--- config.mk ---
export PLATFORM = sky130hd
export DESIGN_NAME = uart_tx_sched_flat
export DESIGN_NICKNAME = d
export VERILOG_FILES = /design/src/rtl/uart_tx_sched_pkg.sv /design/src/rtl/uart_tx_sched_if.sv /design/src/rtl/uart_tx_sched_fifo.sv /design/src/rtl/uart_tx_sched.sv /design/src/flat_wrapper.sv
export SDC_FILE = /design/constraint.sdc
export NUM_CORES = 1
export LEC_CHECK = 0
export CELL_PAD_IN_SITES_DETAIL_PLACEMENT = 1
export CELL_PAD_IN_SITES_GLOBAL_PLACEMENT = 1
export CORE_ASPECT_RATIO = 0.5
export CORE_MARGIN = 1
export CORE_UTILIZATION = 49
export CTS_BUF_LIST = sky130_fd_sc_hd__clkbuf_4
export CTS_CLUSTER_DIAMETER = 80
export DETAILED_ROUTE_END_ITERATION = 12
export PLACE_DENSITY = 0.94
export SYNTH_ARGS = -nofsm -noshare
export SYNTH_HDL_FRONTEND = slang
export SYNTH_SLANG_ARGS = --single-unit
--- constraint.sdc ---
create_clock -name clk -period 3.1 [get_ports clk]
set_input_delay 0.775 -clock clk [delete_from_list [all_inputs] [get_ports clk]]
set_output_delay 0.775 -clock clk [all_outputs]
set_load 0.005 [all_outputs]
--- src/rtl/uart_tx_sched_pkg.sv ---
// Shared definitions for the UART transmit scheduler: byte width,
// sequencer state encoding and the requester index width helper.
package uart_tx_sched_pkg;

    localparam int BYTE_W = 8;

    typedef enum logic [1:0] {
        SEQ_IDLE   = 2'd0,
        SEQ_STROBE = 2'd1,
        SEQ_GUARD  = 2'd2,
        SEQ_WAIT   = 2'd3
    } seq_state_e;

    // Index width for n requesters, never narrower than one bit.
    function automatic int idx_width(input int n);
        return (n > 1) ? $clog2(n) : 1;
    endfunction

endpackage

--- src/rtl/uart_tx_sched_if.sv ---
// Requester byte streams plus the transmitter strobe/ready handshake.
// The scheduler uses the slave view; the environment uses master.
interface uart_tx_sched_if #(
    parameter int NUM_REQ = 2
);
    import uart_tx_sched_pkg::*;

    logic [NUM_REQ-1:0]        req_valid;
    logic [BYTE_W*NUM_REQ-1:0] req_data;
    logic [NUM_REQ-1:0]        req_last;
    logic [NUM_REQ-1:0]        req_ready;
    logic                      uart_ready;
    logic [BYTE_W-1:0]         uart_sdata;
    logic                      uart_send_strobe;

    modport master (
        output req_valid, req_data, req_last, uart_ready,
        input  req_ready, uart_sdata, uart_send_strobe
    );

    modport slave (
        input  req_valid, req_data, req_last, uart_ready,
        output req_ready, uart_sdata, uart_send_strobe
    );

endinterface

--- src/rtl/uart_tx_sched_fifo.sv ---
// Synchronous byte FIFO with an occupancy counter; the counter carries
// one extra bit so full and empty stay distinguishable.
module uart_tx_fifo
    import uart_tx_sched_pkg::*;
#(
    parameter int DEPTH = 8
) (
    input  logic                    clk,
    input  logic                    reset,
    input  logic                    wr_en_i,
    input  logic [BYTE_W-1:0]       wr_data_i,
    input  logic                    rd_en_i,
    output logic [BYTE_W-1:0]       rd_data_o,
    output logic                    empty_o,
    output logic                    full_o,
    output logic [$clog2(DEPTH):0]  level_o
);

    localparam int AW = $clog2(DEPTH);

    logic [BYTE_W-1:0] mem_q [DEPTH];
    logic [AW-1:0]     wr_ptr_q;
    logic [AW-1:0]     rd_ptr_q;
    logic [AW:0]       level_q;
    logic              do_wr_s;
    logic              do_rd_s;

    assign empty_o   = (level_q == {(AW+1){1'b0}});
    assign full_o    = (level_q == (AW+1)'(DEPTH));
    assign level_o   = level_q;
    assign rd_data_o = mem_q[rd_ptr_q];
    assign do_wr_s   = wr_en_i & ~full_o;
    assign do_rd_s   = rd_en_i & ~empty_o;

    // Pointer and occupancy bookkeeping; pointers wrap naturally at DEPTH.
    always_ff @(posedge clk) begin
        if (reset) begin
            wr_ptr_q <= {AW{1'b0}};
            rd_ptr_q <= {AW{1'b0}};
            level_q  <= {(AW+1){1'b0}};
        end else begin
            if (do_wr_s) begin
                wr_ptr_q <= wr_ptr_q + AW'(1);
            end
            if (do_rd_s) begin
                rd_ptr_q <= rd_ptr_q + AW'(1);
            end
            level_q <= level_q + (AW+1)'(do_wr_s) - (AW+1)'(do_rd_s);
        end
    end

    // Storage array; contents are don't-care while the level says empty.
    always_ff @(posedge clk) begin
        if (do_wr_s) begin
            mem_q[wr_ptr_q] <= wr_data_i;
        end
    end

endmodule

--- src/rtl/uart_tx_sched.sv ---
// Shares one UART transmitter between several requesters: message-locked
// round-robin arbitration, a byte FIFO and the strobe/ready sequencer.
module uart_tx_sched
    import uart_tx_sched_pkg::*;
#(
    parameter  int NUM_REQ    = 2,
    parameter  int FIFO_DEPTH = 8,
    localparam int OW         = idx_width(NUM_REQ),
    localparam int LW         = $clog2(FIFO_DEPTH) + 1
) (
    input  logic              clk,
    input  logic              reset,
    uart_tx_sched_if.slave    tx_if,
    output logic [OW-1:0]     owner_o,
    output logic              locked_o,
    output logic [LW-1:0]     fifo_level_o,
    output logic              busy_o
);

    logic              locked_q, locked_d;
    logic [OW-1:0]     owner_q, owner_d;
    logic [OW-1:0]     last_owner_q, last_owner_d;
    logic              grant_hit_s;
    logic [OW-1:0]     grant_idx_s;
    logic [OW-1:0]     cand_s;
    logic              take_s;
    logic [NUM_REQ-1:0] req_ready_s;
    logic              accept_s;
    logic              accept_last_s;
    logic [BYTE_W-1:0] wr_data_s;
    logic              fifo_full_s;
    logic              fifo_empty_s;
    logic [BYTE_W-1:0] fifo_head_s;
    logic              pop_s;
    seq_state_e        state_q;
    logic              strobe_q;
    logic [BYTE_W-1:0] sdata_q;

    // Round-robin search starting one past the previous message owner.
    always_comb begin
        grant_hit_s = 1'b0;
        grant_idx_s = {OW{1'b0}};
        cand_s      = {OW{1'b0}};
        take_s      = 1'b0;
        for (int k = 1; k <= NUM_REQ; k++) begin
            cand_s      = OW'((int'(last_owner_q) + k) % NUM_REQ);
            take_s      = ~grant_hit_s & tx_if.req_valid[cand_s];
            grant_idx_s = take_s ? cand_s : grant_idx_s;
            grant_hit_s = grant_hit_s | take_s;
        end
    end

    // Only the lock holder may be ready, and only while the FIFO has room.
    always_comb begin
        req_ready_s          = {NUM_REQ{1'b0}};
        req_ready_s[owner_q] = locked_q & ~fifo_full_s;
    end

    assign accept_s      = locked_q & ~fifo_full_s & tx_if.req_valid[owner_q];
    assign accept_last_s = accept_s & tx_if.req_last[owner_q];
    assign wr_data_s     = tx_if.req_data[BYTE_W*int'(owner_q) +: BYTE_W];

    // Lock is taken on a grant and released by the accepted last byte.
    always_comb begin
        locked_d     = locked_q;
        owner_d      = owner_q;
        last_owner_d = last_owner_q;
        if (!locked_q) begin
            if (grant_hit_s) begin
                locked_d = 1'b1;
                owner_d  = grant_idx_s;
            end else begin
                locked_d = 1'b0;
            end
        end else begin
            if (accept_last_s) begin
                locked_d     = 1'b0;
                last_owner_d = owner_q;
            end else begin
                locked_d = 1'b1;
            end
        end
    end

    // Arbiter state; last_owner starts at the top so requester 0 wins first.
    always_ff @(posedge clk) begin
        if (reset) begin
            locked_q     <= 1'b0;
            owner_q      <= {OW{1'b0}};
            last_owner_q <= OW'(NUM_REQ - 1);
        end else begin
            locked_q     <= locked_d;
            owner_q      <= owner_d;
            last_owner_q <= last_owner_d;
        end
    end

    uart_tx_fifo #(
        .DEPTH (FIFO_DEPTH)
    ) u_fifo (
        .clk       (clk),
        .reset     (reset),
        .wr_en_i   (accept_s),
        .wr_data_i (wr_data_s),
        .rd_en_i   (pop_s),
        .rd_data_o (fifo_head_s),
        .empty_o   (fifo_empty_s),
        .full_o    (fifo_full_s),
        .level_o   (fifo_level_o)
    );

    assign pop_s = (state_q == SEQ_STROBE);

    // Sequencer; GUARD hides the transmitter's one-cycle-late ready drop.
    always_ff @(posedge clk) begin
        if (reset) begin
            state_q  <= SEQ_IDLE;
            strobe_q <= 1'b0;
            sdata_q  <= {BYTE_W{1'b0}};
        end else begin
            case (state_q)
                SEQ_IDLE: begin
                    if (!fifo_empty_s && tx_if.uart_ready) begin
                        state_q  <= SEQ_STROBE;
                        strobe_q <= 1'b1;
                        sdata_q  <= fifo_head_s;
                    end else begin
                        strobe_q <= 1'b0;
                    end
                end
                SEQ_STROBE: begin
                    state_q  <= SEQ_GUARD;
                    strobe_q <= 1'b0;
                end
                SEQ_GUARD: begin
                    state_q  <= SEQ_WAIT;
                    strobe_q <= 1'b0;
                end
                SEQ_WAIT: begin
                    if (tx_if.uart_ready) begin
                        state_q <= SEQ_IDLE;
                    end else begin
                        state_q <= SEQ_WAIT;
                    end
                    strobe_q <= 1'b0;
                end
                default: begin
                    state_q  <= SEQ_IDLE;
                    strobe_q <= 1'b0;
                end
            endcase
        end
    end

    assign tx_if.req_ready        = req_ready_s;
    assign tx_if.uart_send_strobe = strobe_q;
    assign tx_if.uart_sdata       = sdata_q;
    assign owner_o                = owner_q;
    assign locked_o               = locked_q;
    assign busy_o                 = ~fifo_empty_s | (state_q != SEQ_IDLE);

endmodule

--- src/flat_wrapper.sv ---
// flat-port wrapper written by rule: the top's interface ports become plain ports
module uart_tx_sched_flat import uart_tx_sched_pkg::*;
#(
    parameter  int NUM_REQ    = 2,
    parameter  int FIFO_DEPTH = 8,
    localparam int OW         = idx_width(NUM_REQ),
    localparam int LW         = $clog2(FIFO_DEPTH) + 1
)
  (clk, reset, owner_o, locked_o, fifo_level_o, busy_o, tx_if_req_valid, tx_if_req_data, tx_if_req_last, tx_if_uart_ready, tx_if_req_ready, tx_if_uart_sdata, tx_if_uart_send_strobe);
  uart_tx_sched_if #(.NUM_REQ(NUM_REQ)) tx_if_i ();
  input  logic clk;
  input  logic reset;
  output logic [OW-1:0] owner_o;
  output logic locked_o;
  output logic [LW-1:0] fifo_level_o;
  output logic busy_o;
  input wire logic [$bits(tx_if_i.req_valid)-1:0] tx_if_req_valid;
  input wire logic [$bits(tx_if_i.req_data)-1:0] tx_if_req_data;
  input wire logic [$bits(tx_if_i.req_last)-1:0] tx_if_req_last;
  input wire logic [$bits(tx_if_i.uart_ready)-1:0] tx_if_uart_ready;
  output wire logic [$bits(tx_if_i.req_ready)-1:0] tx_if_req_ready;
  output wire logic [$bits(tx_if_i.uart_sdata)-1:0] tx_if_uart_sdata;
  output wire logic [$bits(tx_if_i.uart_send_strobe)-1:0] tx_if_uart_send_strobe;
  assign tx_if_i.req_valid = tx_if_req_valid;
  assign tx_if_i.req_data = tx_if_req_data;
  assign tx_if_i.req_last = tx_if_req_last;
  assign tx_if_i.uart_ready = tx_if_uart_ready;
  assign tx_if_req_ready = tx_if_i.req_ready;
  assign tx_if_uart_sdata = tx_if_i.uart_sdata;
  assign tx_if_uart_send_strobe = tx_if_i.uart_send_strobe;
  uart_tx_sched #(.NUM_REQ(NUM_REQ), .FIFO_DEPTH(FIFO_DEPTH)) u_core (.clk(clk), .reset(reset), .tx_if(tx_if_i), .owner_o(owner_o), .locked_o(locked_o), .fifo_level_o(fifo_level_o), .busy_o(busy_o));
endmodule
# Word level (Yosys, flattened, before mapping)
# Memories as Yosys holds them, arrays and structs flattened. A register that Yosys moved wholly into a read port is not among the register bits.
# Index checks and enable logic that the tools add are counted.
# op_classes
n_addsub	6
magnitude_cmp	4
n_eq_ne	5
shifts	1
n_mux	22
bitwise	13
n_reduce_logical	10
# ops
operator	n
$mux W1	17
$shiftx A16 B5 Y8	1
$pmux W2 S4	1
$add A3 B1 Y3 const B	2
$and A1 B1 Y1	6
$lt A1 B2 Y1 const B	3
$reduce_and A2 Y1	3
$add A4 B1 Y4	1
$eq A2 B2 Y1 const B	2
$eq A4 B4 Y1 const B	1
$logic_not A4 Y1	1
$mux W2	2
$not A1 Y1	4
$sub A4 B1 Y4	1
$reduce_or A3 Y1	1
$add A1 B1 Y1 const B	2
$and A2 B2 Y2	1
$eq A2 B1 Y1 const B	1
$logic_and A1 B1 Y1	2
$logic_not A2 Y1	1
$ne A2 B1 Y1 const B	1
$or A1 B1 Y1	2
$pmux W1 S2	1
$reduce_bool A2 Y1	1
3 further kinds	3
# word_totals
register_bits	16
ram_bits	64
word_cells	70
mem_count	1
# memory_table
name	words	word_bits	rd	rd_ports_with_merged_regs	wr	line	text
u_core.u_fifo.mem_q	8	8	1	1	1	uart_tx_sched_fifo.sv:21	logic [BYTE_W-1:0] mem_q [DEPTH];

# Longest topological paths before layout
# Gate-level depths: netlist (run 1).
# logic_depth
depth_word	8
mapped_depth	13

# Modules after synthesis
# Synthesis (run 1) repeated with hierarchy kept, for this count alone.
# hier_totals
hier_cells	251
hier_area_um2	3932.5
# modules_own_cells
module	instances	cells_per_inst	area_per_inst_um2	seq_area_each_um2
uart_tx_fifo	1	174	3180.6	2182.1
uart_tx_sched	1	77	752.0	280.3

# Worst setup path before layout (run 1)
# OpenSTA, ideal clock, no wires.
# synth_path
kind	reg2reg
from	register u_core.u_fifo.level_q[2], in the netlist u_core.u_fifo.level_o[2]
to	register u_core.u_fifo.level_q[2], in the netlist u_core.u_fifo.level_o[2]
setup_ns	0.128
t_arrival_ns	2.298
required_ns	2.972
setup_slack_ns	0.675
stages_incl_launch_ff	13
path_buffers	2
synth_period_minus_slack_ns	2.425
cell_sequence	dfxtp_1 > inv_1 > ha_1 > or3b_1 > buf_6 > and3b_1 > buf_6 > ha_1 > inv_1 > ha_1 > fa_1 > xnor2_1 > nor2_1
# synth_via
elab_cells_between_ends	10
classes_between	add/sub: 2; eq/ne: 1; bitwise: 6; reduce/logical: 1
# synth_rtl
item	line	text
start, declared	uart_tx_sched_fifo.sv:24	logic [AW:0] level_q;
start signal, assigned	uart_tx_sched_fifo.sv:40	level_q <= {(AW+1){1'b0}};
start signal, assigned	uart_tx_sched_fifo.sv:48	level_q <= level_q + (AW+1)'(do_wr_s) - (AW+1)'(do_rd_s);
$logic_not A4 Y1	uart_tx_sched_fifo.sv:28	assign empty_o = (level_q == {(AW+1){1'b0}});
$not A1 Y1	uart_tx_sched_fifo.sv:33	assign do_rd_s = rd_en_i & ~empty_o;
$and A1 B1 Y1	uart_tx_sched_fifo.sv:33	
named net u_core.u_fifo.do_rd_s	uart_tx_sched_fifo.sv:26	logic do_rd_s;
$sub A4 B1 Y4	uart_tx_sched_fifo.sv:48	
# The timed path passes the listed nets, and every way through them passes these cells.
# A chain may end at the register's enable or synchronous reset.

# Final worst setup path (run 1)
# layout_path
from	register u_core.u_fifo.level_q[2], in the netlist u_core.u_fifo.level_o[2]
to	output port busy_o
# layout_via
elab_chain_cells	3
# layout_lines
item	line	text
$logic_not A4 Y1	uart_tx_sched_fifo.sv:28	
$not A1 Y1	uart_tx_sched.sv:160	assign busy_o = ~fifo_empty_s | (state_q != SEQ_IDLE);
$or A1 B1 Y1	uart_tx_sched.sv:160	
end, declared	flat_wrapper.sv:16	output logic busy_o;
# Every way passes these cells.

==> results.md, run 1 <==
* Row count at 21
* Die width at 124.5 um
* RSZ-0062 raised after global routing: no
* Fin Hold WS at 0.5086 ns
* Hold path depth at 2
* Core area at 0.006963 mm2
* Worst-Margin Slew at 1.039 ns
* Hold_buf cts at 0
* Total number of vias at 2231
* Initial DRC count at 213
* Critical path data arrival time at 2.18 ns
* Worst reg2reg endpoint: u_core.u_fifo.level_o[2]
* Starting Density at 52.83%
* Residual DRC at 0
* Clock root buffer master: clkbuf_4
* Hold Crit Class: flip-flop to flip-flop
* Reg2Reg Setup Slack at 0.49 ns
* Final TNS setup at 0 ns
* Syn. warnings at 0
* Max Cap Viol at 0
* Status: finished clean
* CTS tree: done
* Final worst path period share at 95.37%
* Commonest cells after routing, fill and taps aside: edfxtp_1 (64), clkdlybuf4s50_1 (40), dfxtp_1 (24), nor2_1 (20), mux4_1 (16)
* Boundary pin count at 41
* Worst setup SP type: flip-flop
* IO Port Bufs at 40
* Period minus WS final at 2.956 ns
* Via density at 5.949
* Final wirelength at 9050 um
* Longest Clk Path Bufs at 2
* WHS Endpoint: u_core.tx_if.uart_sdata[0]
* Clk_skew at 0.01225 ns
* Met1 usage at 32.06%
* Final hold violations at 0
* Drt first pass iters at 4
* Net count reported at finish at 310
* FMAX at 0.3383 GHz
* Post-Synthesis Cells at 228
* Register area at 0.002402 mm2
* Avg WL per Cell at 24.13 um
* Fin. max-slew vios at 0
* Die ar. at 0.007879 mm2
* GR Overflow Total at 0
* CTS clk-pin slew, worst paths at 0.13 ns
* Setup Viol. Count Final at 0
* Yosys cell types at 41
* Later-pin clock latency in the skew report at 0.43 ns
* Critical path class: flip-flop to primary output
* Worst Reg-to-Reg Cells at 10
* Post-DRT Antenna Nets at 0
* VDD IR max at 0.2405 mV
* Critical Path RT at 2.32 ns
* Relative slew margins at 30.65%
* Initial antenna violation count at 0
* Clock Sinks at 88
* DP HPWL at 5756 um
* First-pass GRT wire length at 14090 um
* Crit end category: primary output
* Fraction of layout cells with a size suffix above 1 at 14.49%
* Total CTS buffers at 9
* Commonest non-fill, non-tap cell in the layout: edfxtp_1
* Area grow syn2layout at 17.24%
* Met2 GRT Util at 41.09%
* Antenna cell count at 0
* Syn Area/Cell at 16.13 um2
* H-Tree Depth at 3
* R2R Path Start: u_core.u_fifo.level_o[2]
* Crit-path max FO at 7
* Gpl congestion at 0.7796
* Area of the multi-input gates at 0.001177 mm2
* Power Dens Cells at 647.4 mW/mm2
* All-Layer GR Usage at 24.93%
* Post-Syn Nets at 260
* Die Height at 63.27 um
* Largest net degree at the start of global routing at 22
* Hold wc startpoint: u_core.tx_if.uart_sdata[0]
* Vias in the first global route at 2412
* FF+latch count, synth at 88
* Leakage at 1.482 nW
* GRT busiest layer: met2
* Global Route met3 Usage at 7.052%
* Mapped cell area at 0.003679 mm2
* Fillers at 642
* Register area share after synthesis at 65.31%
==> cells by family (layout without fill, tap and decap cells) <==
group / count (synthesis) / after routing / synth area share, %
XOR/XNOR: 6 / 6 / 1.429
AO/OA/AOI/OAI: 19 / 19 / 3.163
AND/OR/NAND/NOR: 61 / 61 / 9.354
multiplexers: 27 / 27 / 14.73
buffers and inverters: 18 / 73 / 2.755
adder cells (fa/ha/maj): 9 / 9 / 3.265
flip-flops: 88 / 88 / 65.31
==> repair_timing <==
| item | CTS | global route |
|---|---|---|
| endpoints found under the hold margin | 0 | 0 |
| setup endpoints to repair | 0 | 2 |
| setup buffers | 0 | 0 |
| resized for setup | 0 | 1 |
==> final cells by class <==
type	count	area share, %
tap	92	2.669
inverter	6	0.5222
sequential	88	55.70
multi-input combinational	122	27.30
clock buffer	12	2.089
clock inverter	4	0.5222
timing repair buffer	51	11.20
==> cells in the mapped netlist <==
library cell / count / area (um2)
edfxtp_1: 64 / 1922
dfxtp_1: 24 / 480.5
nor2_1: 20 / 75.07
mux4_1: 16 / 420.4
nor3_1: 14 / 70.07
mux2_2: 9 / 101.4
ha_1: 8 / 100.1
o22ai_1: 8 / 50.05
inv_1: 6 / 22.52
clkbuf_1: 5 / 18.77
xnor2_1: 5 / 43.79
a21oi_1: 4 / 20.02
buf_6: 4 / 45.04
nand2_1: 4 / 15.01
nand2b_1: 3 / 18.77
nor2b_1: 3 / 18.77
o21ai_0: 3 / 15.01
and3_1: 2 / 12.51
buf_2: 2 / 10.01
mux2i_1: 2 / 20.02
nand4_1: 2 / 12.51
a211oi_1: 1 / 7.510
a21o_1: 1 / 7.510
a311oi_1: 1 / 8.760
and2_1: 1 / 6.260
and3b_1: 1 / 8.760
and4b_1: 1 / 10.01
clkbuf_2: 1 / 5.000
fa_1: 1 / 20.02
nand3_1: 1 / 5.000
nand3_2: 1 / 10.01
nand3_4: 1 / 17.52
nand3b_1: 1 / 7.510
nand3b_2: 1 / 11.26
nor2b_4: 1 / 13.76
nor3b_1: 1 / 7.510
nor4_1: 1 / 6.260
o211ai_1: 1 / 7.510
or3b_1: 1 / 8.760
or3b_2: 1 / 8.760
xor2_1: 1 / 8.760
==> layer usage <==
layer / share of wire (%) / routed length [um]
met5: 0 / 0
met4: 1.3 / 120
met3: 5.5 / 495
met2: 49 / 4440
met1: 44 / 3994
==> registers in the layout (all words and copies together) (netlist names) <==
signal,flops
u_core.last_owner_q,1
u_core.locked_o,1
u_core.owner_o,1
u_core.state_q,2
u_core.tx_if.uart_sdata,8
u_core.tx_if.uart_send_strobe,1
u_core.u_fifo.level_o,4
u_core.u_fifo.mem_q,64
u_core.u_fifo.rd_ptr_q,3
u_core.u_fifo.wr_ptr_q,3
==> worst max-delay path by stage <==
stage / start / to / slack (ns)
5_1_grt: u_core.u_fifo.level_o[2] / busy_o / 0.000003
4_1_cts: u_core.u_fifo.level_o[2] / tx_if_req_ready[1] / 0.07
2_1_floorplan: u_core.u_fifo.level_o[2] / u_core.u_fifo.level_o[2] / 0.67
3_3_place_gp: tx_if_req_valid[0] / u_core.u_fifo.level_o[2] / 0.24
3_5_place_dp: tx_if_req_valid[0] / u_core.u_fifo.level_o[2] / 0.11
6_report: u_core.u_fifo.level_o[2] / busy_o / 0.14
==> critical path: stages (launching register included) <==
cell and delay, ns:
dfxtp_1 0.33, inv_1 0.10, ha_1 0.15, or3b_1 0.49, nand2b_1 0.22, clkdlybuf4s50_1 0.45
==> metrics by stage <==
step / instances / instance area, um2 / total power, mW / util, % / setup WS, ns
detailed placement: 359 / 4198 / 2.239 / 60.29 / 0.1056
global route: 375 / 4313 / 2.910 / 61.94 / 0.000003331
floorplan: 228 / 3679 / 1.930 / - / 0.6745
CTS: 375 / 4310 / 2.798 / 61.90 / 0.06996
global placement: 359 / 4198 / 2.153 / 60.29 / 0.2385
finish: 375 / 4313 / 2.792 / 61.94 / 0.1437
==> power by group <==
part | internal (mW) | switching, mW
combinational | 0.398 | 0.366
clock | 0.189 | 0.363
sequential | 1.37 | 0.109
total | 1.95 | 0.838
(Power assumes the default switching activity.)
==> run 2: changes to the inputs <==
==> constraint.sdc (replaced) <==
create_clock -name clk -period 3.1 [get_ports clk]
set_input_delay 0.31 -clock clk [delete_from_list [all_inputs] [get_ports clk]]
set_output_delay 0.31 -clock clk [all_outputs]
set_load 0.005 [all_outputs]
==> run 2 against run 1 <==
- critical path type is now flip-flop to flip-flop
- design area shrank 0.12%
- first-iteration DRC count grew 0.94%
- power shrank 1.3%
- clock skew grew 0.0083 ns
- via count shrank 2.4%
- utilization shrank 0.072 points
- worst setup slack gained 0.35 ns
- critical endpoint is now u_core.u_fifo.level_o[2]
- count of clock-buffer cells in the layout shrank 1
- fmax grew 14%
==> results.md, run 2 (synthesis results as in run 1) <==
* Clock root buffer master: clkbuf_4
* RSZ-0062 raised after global routing: no
* Period minus WS final at 2.604 ns
* Final TNS setup at 0 ns
* FMAX at 0.3840 GHz
* All-Layer GR Usage at 23.86%
* Commonest non-fill, non-tap cell in the layout: edfxtp_1
* Initial antenna violation count at 0
* Drt first pass iters at 4
* Worst-Margin Slew at 1.047 ns
* Final wirelength at 8575 um
* Row count at 21
* Place WS at 0.4943 ns
* Fin. max-slew vios at 0
* Critical path class: flip-flop to flip-flop
* Avg WL per Cell at 22.93 um
* Later-pin clock latency in the skew report at 0.43 ns
* Worst setup SP type: flip-flop
* Core area at 0.006963 mm2
* Critical Path Most Common Cell: ha_1
* Clk_skew at 0.02053 ns
* Initial DRC count at 215
* Crit-path max cell delay at 0.47 ns
* Crit end category: flip-flop
* Largest Register: u_core.u_fifo.mem_q
* Final worst path period share at 84.00%
* Fillers at 641
* Max FFs per register at 64
* Critical path data arrival time at 2.88 ns
* First-pass GRT wire length at 13460 um
* Setup Fix Bufs, Post-CTS at 0
* Die Height at 63.27 um
* Total number of vias at 2178
* Setup Viol. Count Final at 0
* Fraction of layout cells with a size suffix above 1 at 14.18%
* Longest Clk Path Bufs at 2
* Total CTS buffers at 9
* CTS tree: done
* Starting Density at 52.83%
* Largest net degree at the start of global routing at 25
* GR Overflow Total at 0
* Hold Crit Class: flip-flop to flip-flop
* Via density at 5.824
* Residual DRC at 0
* DP HPWL at 5922 um
* Leakage at 1.475 nW
* Net count reported at finish at 309
* Gpl congestion at 0.8051
* Placed Area at 0.004190 mm2
* Register area at 0.002402 mm2
* Final hold violations at 0
* Cts repair resizes at 0
* Critical Path RT at 3.38 ns
* CTS clk-pin slew, worst paths at 0.14 ns
* Die width at 124.5 um
* Area grow syn2layout at 17.11%
* Hold_buf cts at 0
* Relative slew margins at 29.95%
* Power Dens Cells at 639.4 mW/mm2
* Vias in the first global route at 2421
* Slowest stage cell, crit path: or3b_1
* VDD IR max at 0.2802 mV
* Max Cap Viol at 0
* Buffers & Inverters on Critical Path at 2
* Post-DRT Antenna Nets at 0
* Clock Sinks at 88
* Delay-heaviest family, CP: adder cells
* Status: finished clean
* Antenna cell count at 0
* Die ar. at 0.007879 mm2
* Area of the multi-input gates at 0.001175 mm2
* IO Port Bufs at 40
* Commonest cells after routing, fill and taps aside: edfxtp_1 (64), clkdlybuf4s50_1 (40), dfxtp_1 (24), nor2_1 (20), mux4_1 (16)
* CP Cell Sequence: inv_1 -> ha_1 -> or3b_1 -> and3b_1 -> ha_1 -> inv_1 -> ha_1 -> fa_1 -> xnor2_1 -> nor2_1
* Boundary pin count at 41
* Slack of the critical path at 0.4960 ns
* Crit-path max FO at 7
* Design area at 0.004308 mm2
* H-Tree Depth at 3
run 2: cell count changes in the layout (fill, tap and decap cells not counted):
cell | before | now
buf_4 | 11 | 10
clkbuf_4 | 12 | 11
clkinv_2 | 3 | 2
clkinv_4 | 0 | 2
or3b_2 | 0 | 1
or3b_4 | 1 | 0
run 2: final timing paths:
kind / from / endpoint / slack, ns / cells past startpoint
setup / recovery: u_core.u_fifo.level_o[2] / u_core.u_fifo.level_o[2] / 0.50 / 10
hold / removal: u_core.tx_if.uart_sdata[3] / u_core.tx_if.uart_sdata[3] / 0.51 / 2
setup reg to reg: u_core.u_fifo.level_o[2] / u_core.u_fifo.level_o[2] / 0.50 / 10
hold reg to reg: u_core.tx_if.uart_sdata[3] / u_core.tx_if.uart_sdata[3] / 0.51 / 2
run 2: layer usage:
metal	global-route usage [%]	routed length (um)	up-vias	part of all wire (%)
met1	28.16	3592	1085	42
met3	5.777	449	28	5.2
met2	40.12	4236	81	49
met4	14.61	298	0	3.5
met5	0	0	-	0
li1	-	-	984	-
run 2: through the flow:
stage | total power [mW] | std cells | util (%) | hold WS (ns)
after floorplan | 1.930 | 228 | - | 0.3743
after global placement | 2.153 | 358 | 60.18 | 0.4798
after detailed placement | 2.229 | 358 | 60.18 | 0.4844
after CTS | 2.776 | 374 | 61.87 | 0.5142
after global routing | 2.898 | 374 | 61.87 | 0.5346
final | 2.754 | 374 | 61.87 | 0.5093
run 2: where the power goes:
group	total, mW	switching (mW)	leakage (nW)	internal [mW]
Sequential	1.47	0.0990	0.774	1.37
Combinational	0.736	0.344	0.635	0.392
Clock	0.553	0.370	0.0668	0.183
Total	2.75	0.812	1.48	1.94
run 2: final cells by class:
| cell class | count | area share, % |
|---|---|---|
| Clock buffer | 11 | 1.917 |
| Clock inverter | 5 | 0.8132 |
| Inverter | 6 | 0.5228 |
| Multi-Input combinational cell | 122 | 27.27 |
| Sequential cell | 88 | 55.77 |
| Tap cell | 92 | 2.672 |
| Timing Repair Buffer | 50 | 11.04 |
run 2: tightest hold or removal path: stages (launching register included):
cell     delay [ns]
dfxtp_1        0.33
nor2_1         0.10
nor3_1         0.05
==> run 3: changes to the inputs <==
Settings changed: CORE_UTILIZATION 49 to 44, PLACE_DENSITY 0.94 to 0.9.
Clock period 3.1 ns to 2.2 ns, I/O delays scaled along.
==> run 3 against run 2 <==
- the run now ends with negative setup slack left
- critical path depth decreased by 1
- design area increased by 6.5%
- clock power increased by 84%
- hold slack got worse by 0.10 ns
- sequential power increased by 38%
- worst setup slack got worse by 0.60 ns
- sequential cell count unchanged
- register-to-register slack got worse by 0.60 ns
- cell count increased by 9.4%
- non-clock buffer count increased by 16
- largest power group unchanged
==> results.md, run 3 (synthesis results as in run 1) <==
* Via density at 5.396
* Boundary pin count at 41
* Commonest cells after routing, fill and taps aside: edfxtp_1 (64), clkdlybuf4s50_1 (37), buf_4 (25), dfxtp_1 (22), nor2_1 (19)
* Placed Area at 0.004333 mm2
* Largest Register: u_core.u_fifo.mem_q
* Die ar. at 0.008752 mm2
* DP HPWL at 5834 um
* RSZ-0062 raised after global routing: yes
* Worst-Margin Slew at 0.5476 ns
* Max Cap Viol at 0
* Clock Sinks at 88
* Fin. max-slew vios at 0
* H-Tree Depth at 3
* Hold wc startpoint: tx_if_req_last[1]
* Starting Density at 45.65%
* Reg2Reg Setup Slack at -0.10 ns
* Final hold violations at 0
* Later-pin clock latency in the skew report at 0.44 ns
* Residual DRC at 0
* Status: complete, but fails checks
* Row count at 23
* First-pass GRT wire length at 13500 um
* Hold Crit Class: input pin to flip-flop
* Clk_skew at 0.01606 ns
* VDD IR max at 0.2939 mV
* Slowest stage cell, crit path: fa_2
* Total CTS buffers at 9
* GR Overflow Total at 0
* Fillers at 763
* Total number of vias at 2207
* Commonest non-fill, non-tap cell in the layout: edfxtp_1
* Fin Hold WS at 0.4073 ns
* Initial DRC count at 150
* Period minus WS final at 2.301 ns
* Design area at 0.004588 mm2
* Power Dens Cells at 963.7 mW/mm2
* All-Layer GR Usage at 21.68%
* Net count reported at finish at 325
* Die width at 131.3 um
* Avg WL per Cell at 21.00 um
* Clock root buffer master: clkbuf_4
* CTS clk-pin slew, worst paths at 0.14 ns
* Critical Path Start: u_core.u_fifo.level_o[3]
* WHS Endpoint: u_core.last_owner_q
* Critical path class: flip-flop to flip-flop
* Initial antenna violation count at 0
* Critical Path RT at 2.59 ns
* Critical path data arrival time at 2.69 ns
* Relative slew margins at 63.38%
* Leakage at 1.588 nW
* CP Cell Sequence: inv_2 -> ha_4 -> or3b_4 -> and3b_2 -> ha_4 -> inv_4 -> ha_4 -> fa_2 -> nor2b_4
* Area grow syn2layout at 24.73%
* R2R Path Start: u_core.u_fifo.level_o[3]
* Slack of the critical path at -0.1010 ns
* Vias in the first global route at 2356
* Worst Reg-to-Reg Cells at 9
* Fraction of layout cells with a size suffix above 1 at 24.92%
* Worst reg2reg endpoint: u_core.u_fifo.level_o[1]
* Longest Clk Path Bufs at 2
* Delay-heaviest family, CP: adder cells
* Setup Viol. Count Final at 3
* Gpl congestion at 0.7539
* Critical Path Most Common Cell: ha_4
* Crit-path max cell delay at 0.52 ns
* Final wirelength at 8587 um
* Crit end category: flip-flop
* Die Height at 66.66 um
* Hold path depth at 3
* CTS tree: done
* Crit-path max FO at 3
* Failing checks: negative setup slack
* Drt first pass iters at 4
* Max FFs per register at 64
* Core area at 0.008058 mm2
* Antenna cell count at 0
* Buffers & Inverters on Critical Path at 2
* Post-DRT Antenna Nets at 0
* Final worst path period share at 104.6%
* FMAX at 0.4346 GHz
* IO Port Bufs at 40
* Worst setup SP type: flip-flop
* Largest net degree at the start of global routing at 19
==> run 3: cell count changes in the layout (fill, tap and decap cells not counted), moves of 3 or more <==
cell / before / now
buf_4: 10 / 25
ha_1: 8 / 4
ha_4: 0 / 4
inv_1: 6 / 2
clkdlybuf4s50_1: 40 / 37
==> run 3: area by class of cell <==
class | count | area, um2 | area share [%]
inverter | 6 | 27.53 | 0.5999
tap | 112 | 140.1 | 3.054
clock inverter | 6 | 92.59 | 2.018
multi-input combinational | 122 | 1264 | 27.54
clock buffer | 9 | 67.56 | 1.473
sequential | 88 | 2405 | 52.41
timing repair buffer | 66 | 591.8 | 12.90
==> run 3: worst reg2reg max path: stages (launching register included) <==
cell,delay [ns]
dfxtp_2,0.36
inv_2,0.06
ha_4,0.11
or3b_4,0.37
and3b_2,0.23
ha_4,0.27
inv_4,0.04
ha_4,0.16
fa_2,0.52
nor2b_4,0.12
==> run 3: how the worst max path moves through the flow <==
stage,end,slack [ns],cells after the start
after floorplan,u_core.u_fifo.level_o[1],-0.17,11
after global placement,u_core.u_fifo.level_o[1],-0.02,9
after detailed placement,u_core.u_fifo.level_o[2],-0.14,10
after CTS,u_core.u_fifo.level_o[1],-0.09,9
after global routing,u_core.u_fifo.level_o[1],-0.16,9
final,u_core.u_fifo.level_o[1],-0.10,9
==> run 3: power by group <==
| part | internal (mW) | total [mW] | switching, mW |
|---|---|---|---|
| clock | 0.465 | 1.02 | 0.550 |
| combinational | 0.745 | 1.37 | 0.629 |
| sequential | 1.93 | 2.03 | 0.104 |
==> run 3: metrics by stage <==
stage	setup TNS [ns]	power [mW]	util (%)	worst slack, ns	cells
after CTS	-0.2654	4.368	56.55	-0.09133	408
after detailed placement	-0.3264	3.265	53.77	-0.1356	388
after global placement	-0.01634	3.151	53.77	-0.01536	388
final	-0.2096	4.422	56.94	-0.1010	409
after global routing	-0.5442	4.630	56.94	-0.1584	409
after floorplan	-0.4023	2.762	-	-0.1734	228
==> run 3: what timing repair did <==
item,CTS,global route
setup buffers,5,1
hold buffers,0,0
pin swaps,2,1
endpoints found under the setup margin,6,6
resized for setup,11,8
==> run 3: routing by layer <==
metal / vias up / global-route usage [%] / wire length [um]
met5: - / 0 / 0
met4: 0 / 8.430 / 137
met3: 9 / 5.479 / 381
met2: 51 / 40.36 / 4459
met1: 1131 / 24.58 / 3609
li1: 1016 / - / -
